**config.mk**
```make
export PLATFORM = sky130hd
export DESIGN_NAME = lsu_mem_arbiter
export DESIGN_NICKNAME = d
export VERILOG_FILES = /design/src/rtl/gpu_mem_pkg.sv /design/src/rtl/lsu_mem_arbiter_rr_picker.sv /design/src/rtl/lsu_mem_arbiter.sv
export SDC_FILE = /design/constraint.sdc
export NUM_CORES = 1
export LEC_CHECK = 0
export BUFFER_PORTS_ARGS = -buffer_cell sky130_fd_sc_hd__buf_4
export CAP_MARGIN = 10
export CORE_MARGIN = 2
export CORE_UTILIZATION = 51
export DETAILED_ROUTE_END_ITERATION = 7
export PLACE_DENSITY = 0.84
export SYNTH_ARGS = -nofsm -noshare
export SYNTH_HDL_FRONTEND = slang
export SYNTH_SLANG_ARGS = --single-unit
```
**constraint.sdc**
```tcl
create_clock -name clk -period 4.9 [get_ports clk]
set_input_delay 0.735 -clock clk [delete_from_list [all_inputs] [get_ports clk]]
set_output_delay 0.735 -clock clk [all_outputs]
set_load 0.005 [all_outputs]
```
**src/rtl/gpu_mem_pkg.sv**
```systemverilog
// Shared types and default widths for the LSU data-memory arbiter.
package gpu_mem_pkg;

    localparam int DEFAULT_ADDR_BITS = 8;
    localparam int DEFAULT_DATA_BITS = 8;

    typedef enum logic [1:0] {
        IDLE          = 2'd0,
        READ_WAITING  = 2'd1,
        WRITE_WAITING = 2'd2,
        RELAYING      = 2'd3
    } arb_state_t;

    function automatic int idx_bits(input int n);
        return (n > 1) ? $clog2(n) : 1;
    endfunction

endpackage

```
**src/rtl/lsu_mem_arbiter_rr_picker.sv**
```systemverilog
// Combinational round-robin picker: first requester after last_grant, wrapping.
module rr_picker
    import gpu_mem_pkg::*;
#(
    parameter int N  = 4,
    parameter int IW = idx_bits(N)
) (
    input  logic [N-1:0]  req,
    input  logic [IW-1:0] last_grant,
    output logic          found,
    output logic [IW-1:0] index
);

    logic [IW-1:0] cand_s;

    // Scan offsets 1..N from last_grant so last_grant itself is checked last.
    always_comb begin
        found  = 1'b0;
        index  = '0;
        cand_s = '0;
        for (int i = 1; i <= N; i++) begin
            cand_s = IW'((int'(last_grant) + i) % N);
            if (!found && req[cand_s]) begin
                found = 1'b1;
                index = cand_s;
            end else begin
                found = found;
            end
        end
    end

endmodule

```
**src/rtl/lsu_mem_arbiter.sv**
```systemverilog
// Shares one data-memory read/write channel among NUM_CONSUMERS LSUs, round-robin.
// Optional macro LSU_ARB_TIMEOUT_EN adds a wait watchdog and sticky timeout_error output.
module lsu_mem_arbiter
    import gpu_mem_pkg::*;
#(
    parameter int NUM_CONSUMERS  = 4,
    parameter int ADDR_BITS      = DEFAULT_ADDR_BITS,
    parameter int DATA_BITS      = DEFAULT_DATA_BITS,
    parameter int TIMEOUT_CYCLES = 64
) (
    input  logic                                    clk,
    input  logic                                    reset,
    input  logic [NUM_CONSUMERS-1:0]                consumer_read_valid,
    input  logic [NUM_CONSUMERS-1:0][ADDR_BITS-1:0] consumer_read_address,
    output logic [NUM_CONSUMERS-1:0]                consumer_read_ready,
    output logic [NUM_CONSUMERS-1:0][DATA_BITS-1:0] consumer_read_data,
    input  logic [NUM_CONSUMERS-1:0]                consumer_write_valid,
    input  logic [NUM_CONSUMERS-1:0][ADDR_BITS-1:0] consumer_write_address,
    input  logic [NUM_CONSUMERS-1:0][DATA_BITS-1:0] consumer_write_data,
    output logic [NUM_CONSUMERS-1:0]                consumer_write_ready,
    output logic                                    mem_read_valid,
    output logic [ADDR_BITS-1:0]                    mem_read_address,
    input  logic                                    mem_read_ready,
    input  logic [DATA_BITS-1:0]                    mem_read_data,
    output logic                                    mem_write_valid,
    output logic [ADDR_BITS-1:0]                    mem_write_address,
    output logic [DATA_BITS-1:0]                    mem_write_data,
    input  logic                                    mem_write_ready
`ifdef LSU_ARB_TIMEOUT_EN
    ,
    output logic                                    timeout_error
`endif
);

    localparam int IW = idx_bits(NUM_CONSUMERS);

    arb_state_t                              state_q, state_d;
    logic [IW-1:0]                           grant_q, grant_d;
    logic [IW-1:0]                           last_grant_q, last_grant_d;
    logic                                    mem_read_valid_q, mem_read_valid_d;
    logic [ADDR_BITS-1:0]                    mem_read_address_q, mem_read_address_d;
    logic                                    mem_write_valid_q, mem_write_valid_d;
    logic [ADDR_BITS-1:0]                    mem_write_address_q, mem_write_address_d;
    logic [DATA_BITS-1:0]                    mem_write_data_q, mem_write_data_d;
    logic [NUM_CONSUMERS-1:0]                read_ready_q, read_ready_d;
    logic [NUM_CONSUMERS-1:0]                write_ready_q, write_ready_d;
    logic [NUM_CONSUMERS-1:0][DATA_BITS-1:0] read_data_q, read_data_d;
    logic                                    pick_found_s;
    logic [IW-1:0]                           pick_index_s;
    logic                                    relay_done_s;

`ifdef LSU_ARB_TIMEOUT_EN
    localparam int CW = $clog2(TIMEOUT_CYCLES + 1);
    logic [CW-1:0] wait_cnt_q, wait_cnt_d;
    logic          timeout_error_q, timeout_error_d;
    assign timeout_error = timeout_error_q;
`else
    if (TIMEOUT_CYCLES < 1) begin : g_timeout_cfg
    end
`endif

    rr_picker #(.N(NUM_CONSUMERS), .IW(IW)) u_picker (
        .req        (consumer_read_valid | consumer_write_valid),
        .last_grant (last_grant_q),
        .found      (pick_found_s),
        .index      (pick_index_s)
    );

    // Next-state and next-output computation for the arbitration FSM.
    always_comb begin
        state_d             = state_q;
        grant_d             = grant_q;
        last_grant_d        = last_grant_q;
        mem_read_valid_d    = mem_read_valid_q;
        mem_read_address_d  = mem_read_address_q;
        mem_write_valid_d   = mem_write_valid_q;
        mem_write_address_d = mem_write_address_q;
        mem_write_data_d    = mem_write_data_q;
        read_ready_d        = read_ready_q;
        write_ready_d       = write_ready_q;
        read_data_d         = read_data_q;
`ifdef LSU_ARB_TIMEOUT_EN
        wait_cnt_d          = wait_cnt_q;
        timeout_error_d     = timeout_error_q;
`endif
        // A read-served relay ends on read_valid dropping, a write-served one on write_valid.
        if (|read_ready_q) begin
            relay_done_s = !consumer_read_valid[grant_q];
        end else begin
            relay_done_s = !consumer_write_valid[grant_q];
        end
        case (state_q)
            IDLE: begin
`ifdef LSU_ARB_TIMEOUT_EN
                wait_cnt_d = '0;
`endif
                if (pick_found_s) begin
                    grant_d      = pick_index_s;
                    last_grant_d = pick_index_s;
                    if (consumer_read_valid[pick_index_s]) begin
                        mem_read_valid_d   = 1'b1;
                        mem_read_address_d = consumer_read_address[pick_index_s];
                        state_d            = READ_WAITING;
                    end else begin
                        mem_write_valid_d   = 1'b1;
                        mem_write_address_d = consumer_write_address[pick_index_s];
                        mem_write_data_d    = consumer_write_data[pick_index_s];
                        state_d             = WRITE_WAITING;
                    end
                end else begin
                    state_d = IDLE;
                end
            end
            READ_WAITING: begin
                if (mem_read_ready) begin
                    mem_read_valid_d      = 1'b0;
                    read_data_d[grant_q]  = mem_read_data;
                    read_ready_d[grant_q] = 1'b1;
                    state_d               = RELAYING;
                end else begin
`ifdef LSU_ARB_TIMEOUT_EN
                    if (wait_cnt_q == CW'(TIMEOUT_CYCLES - 1)) begin
                        mem_read_valid_d = 1'b0;
                        timeout_error_d  = 1'b1;
                        state_d          = IDLE;
                    end else begin
                        wait_cnt_d = wait_cnt_q + CW'(1);
                    end
`else
                    state_d = READ_WAITING;
`endif
                end
            end
            WRITE_WAITING: begin
                if (mem_write_ready) begin
                    mem_write_valid_d      = 1'b0;
                    write_ready_d[grant_q] = 1'b1;
                    state_d                = RELAYING;
                end else begin
`ifdef LSU_ARB_TIMEOUT_EN
                    if (wait_cnt_q == CW'(TIMEOUT_CYCLES - 1)) begin
                        mem_write_valid_d = 1'b0;
                        timeout_error_d   = 1'b1;
                        state_d           = IDLE;
                    end else begin
                        wait_cnt_d = wait_cnt_q + CW'(1);
                    end
`else
                    state_d = WRITE_WAITING;
`endif
                end
            end
            RELAYING: begin
                if (relay_done_s) begin
                    read_ready_d  = '0;
                    write_ready_d = '0;
                    state_d       = IDLE;
                end else begin
                    state_d = RELAYING;
                end
            end
            default: begin
                state_d = IDLE;
            end
        endcase
    end

    // State and registered outputs; reset acts immediately, even mid-transaction.
    always_ff @(posedge clk or posedge reset) begin
        if (reset) begin
            state_q             <= IDLE;
            grant_q             <= '0;
            last_grant_q        <= IW'(NUM_CONSUMERS - 1);
            mem_read_valid_q    <= 1'b0;
            mem_read_address_q  <= '0;
            mem_write_valid_q   <= 1'b0;
            mem_write_address_q <= '0;
            mem_write_data_q    <= '0;
            read_ready_q        <= '0;
            write_ready_q       <= '0;
            read_data_q         <= '0;
`ifdef LSU_ARB_TIMEOUT_EN
            wait_cnt_q          <= '0;
            timeout_error_q     <= 1'b0;
`endif
        end else begin
            state_q             <= state_d;
            grant_q             <= grant_d;
            last_grant_q        <= last_grant_d;
            mem_read_valid_q    <= mem_read_valid_d;
            mem_read_address_q  <= mem_read_address_d;
            mem_write_valid_q   <= mem_write_valid_d;
            mem_write_address_q <= mem_write_address_d;
            mem_write_data_q    <= mem_write_data_d;
            read_ready_q        <= read_ready_d;
            write_ready_q       <= write_ready_d;
            read_data_q         <= read_data_d;
`ifdef LSU_ARB_TIMEOUT_EN
            wait_cnt_q          <= wait_cnt_d;
            timeout_error_q     <= timeout_error_d;
`endif
        end
    end

    assign mem_read_valid       = mem_read_valid_q;
    assign mem_read_address     = mem_read_address_q;
    assign mem_write_valid      = mem_write_valid_q;
    assign mem_write_address    = mem_write_address_q;
    assign mem_write_data       = mem_write_data_q;
    assign consumer_read_ready  = read_ready_q;
    assign consumer_write_ready = write_ready_q;
    assign consumer_read_data   = read_data_q;

endmodule

```
==> impl_metrics.ini <==
[final_layout]
final_design_area_no_fill_um2 = 5480
mostFrequentLayoutCell = buf_4
nFillCells = 515
area_growth_pct = 42.0
diodes = 0
drive_gt1_frac = 0.570
finalNetCount = 592
final_cell_mix = buf_4, mux2i_1, dfrtp_1, mux2_2

[worst_setup_path]
startpoint_type = input pin
path_class = in -> reg
crit_path_max_incr_delay_ns = 0.57
worst_ep_arrival_time_ns = 3.23
worst-path-buf-inv = 2
cp_max_fo = 34
critPathTopFamily = compound AO/OA/AOI/OAI gates
cpMaxStageDelayCell = o41ai_1
worstPathCellList = buf_4, o41ai_1, o21a_2, buf_4, mux2i_1, mux2i_1, mux2_4
end_kind = flop
critPathRequiredTime_ns = 5.12

[drt]
ant_nets = 0
viasPerCell = 5.47
routed_wl_um = 10800
dr.pass1.iters = 4
drt_iter0_drc = 126
wire_per_inst_um = 18.6
vias = 3173
drc = 0

[floorplanning]
die_h_um = 91.0
initial_core_util = 0.530
die_width_um = 91.0
die_area_um2 = 8280
core_area_um2 = 7290
ios = 182
rows = 31

[pwr]
p_total_w = 0.00327
peakVddDrop_mv = 0.361
leakage_nw = 2.84
p_per_area_nw_per_um2 = 597

[clock_network]
cts-root-buf = clkbuf_8
clk_path_buf_depth = 2
postCtsSetupRepairBufs = 0
cts_buffers = 9
cts_sinks = 72
htreeDepth = 3
cts_tree = done
cts_hold_buf = 0
clkLatencyLatePin_ns = 0.33
clk_transition_reported_paths_ns = 0.08
post_cts_resized = 0

[sta]
drv_slew = 0
finalSetupViolations = 0
worstMarginPinSlew_ns = 0.823
finClkSkew_ns = 0.0115
fin_ws_ns = 1.89
hold_viol_final = 0
fmax_mhz = 332
max_slew_margin = 0.449
post-route-period-util = 0.614
rsz0062_at_grt = false
hold_ws_ns = 0.495
finalSetupTns_ns = 0
min_period_ns = 3.01

[run]
drv_cap = 0

[place]
globalplace.congestion = 0.900
io_buffers = 181
post-place-ws_ns = 1.57
hpwl_um = 8170
place_area_um2 = 5280

[synth]
yosysWarnings = 0
synth_cells = 297
synth_seq_cells = 72
synth.avg_cell_area_um2 = 13.0
synth_nets = 413
yosysSeqAreaShare = 0.467
synth_cell_types = 44
syn-cell-area_um2 = 3860

[global_routing]
grt_pass1_wl_um = 17100
grt_max_degree = 40
grt_overflow_total = 0
first_global_vias = 3292
antenna_found_initial = 0
track_usage = 0.258

[hold_path]
hp-class = reg -> reg

[outcome]
status = completed
[per-layer routing]
metal  vias up  GRT usage  share of wire
met1      1558      0.304           0.39
met5         -          0              0
met4         0     0.0694          0.013
met2       139      0.452           0.51
li1       1463          -              -
met3        13     0.0863          0.090
[power breakdown]
part / internal, W / switching (W) / total, W / leakage (nW)
Combinational: 0.000983 / 0.000724 / 0.00171 / 1.86
Clock: 0.000240 / 0.000234 / 0.000473 / 0.0966
Sequential: 0.000886 / 0.000207 / 0.00109 / 0.881
Total: 0.00211 / 0.00116 / 0.00327 / 2.84
[path summary, 6_finish.rpt]
path                                             startpoint                           endpoint  slack (ns)  depth (start not counted)
worst max-delay path                consumer_write_valid[1]      mem_write_data[0]$_DFFE_PP0P_        1.89                          7
worst min-delay path             mem_read_valid$_DFFE_PP0P_         mem_read_valid$_DFFE_PP0P_        0.49                          1
worst max register to register  last_grant_q[1]$_DFFE_PP1P_      mem_write_data[0]$_DFFE_PP0P_        2.05                          7
worst min register to register   mem_read_valid$_DFFE_PP0P_         mem_read_valid$_DFFE_PP0P_        0.49                          1
max in group asynchronous                             reset        last_grant_q[0]$_DFFE_PP1P_        3.41                          3
min in group asynchronous                             reset  consumer_read_data[6]$_DFFE_PP0P_        0.52                          2
[cell families (layout without fill, tap and decap cells)]
kind of cell    count (synthesis)  in the layout  synth area share
flops                          72             72             0.467
compound gates                 38             38            0.0726
simple gates                   29             29            0.0480
buf+inv                        26            210            0.0334
mux                           132            132             0.379
[state kept, by name, summed over array words and instances, names as in the netlist]
name                  flops
state_q                   2
mem_read_valid            1
mem_write_valid           1
last_grant_q              2
mem_write_address         8
consumer_read_data       32
consumer_read_ready       4
mem_read_address          8
grant_q                   2
consumer_write_ready      4
mem_write_data            8
[worst register-to-register path, stage by stage, from the launching register on]
cell     delay, ns
dfstp_2       0.64
nor2_1        0.09
a21oi_1       0.24
o21a_2        0.50
buf_4         0.57
mux2i_1       0.31
mux2i_1       0.10
mux2_4        0.28
[through the flow]
step                       util  instances
after CTS                 0.752        580
after floorplan               -        297
after detailed placement  0.724        564
final                     0.752        580
after global routing      0.752        580
after global placement    0.724        564
[layout make-up]
| class | count | area (um2) | share of cell area |
|---|---|---|---|
| inverter | 10 | 37.5 | 0.00685 |
| sequential | 72 | 1800 | 0.329 |
| multi-input combinational | 199 | 1930 | 0.353 |
| tap | 99 | 124 | 0.0226 |
| clock inverter | 7 | 76.3 | 0.0139 |
| timing repair buffer | 184 | 1380 | 0.252 |
| clock buffer | 9 | 124 | 0.0226 |
[Yosys cell counts, drive strengths merged]
| cell | instances | share of area |
|---|---|---|
| o21ai | 5 | 0.0065 |
| nand3b | 1 | 0.0019 |
| a31oi | 4 | 0.0065 |
| mux2 | 56 | 0.17 |
| dfrtp | 70 | 0.45 |
| o21a | 1 | 0.0019 |
| buf | 11 | 0.019 |
| a311o | 1 | 0.0026 |
| o311ai | 2 | 0.0045 |
| clkbuf | 5 | 0.0049 |
| mux2i | 74 | 0.20 |
| inv | 10 | 0.0097 |
| a22oi | 1 | 0.0019 |
| a211oi | 1 | 0.0019 |
| nor2 | 11 | 0.013 |
| a311oi | 1 | 0.0068 |
| nand3 | 2 | 0.0026 |
| o21ba | 1 | 0.0026 |
| and3 | 1 | 0.0016 |
| or2 | 1 | 0.0016 |
| dfstp | 2 | 0.014 |
| or3 | 1 | 0.0016 |
| a21o | 4 | 0.0078 |
| mux4 | 2 | 0.012 |
| o22ai | 1 | 0.0016 |
| a21boi | 2 | 0.0039 |
| nor4 | 4 | 0.010 |
| a221oi | 1 | 0.0023 |
| nand2 | 4 | 0.0058 |
| nor3 | 4 | 0.0091 |
| a21oi | 7 | 0.0091 |
| o41ai | 1 | 0.0023 |
| o21bai | 2 | 0.0039 |
| o211ai | 1 | 0.0019 |
| o221ai | 2 | 0.0045 |
(Power assumes the default switching activity.)
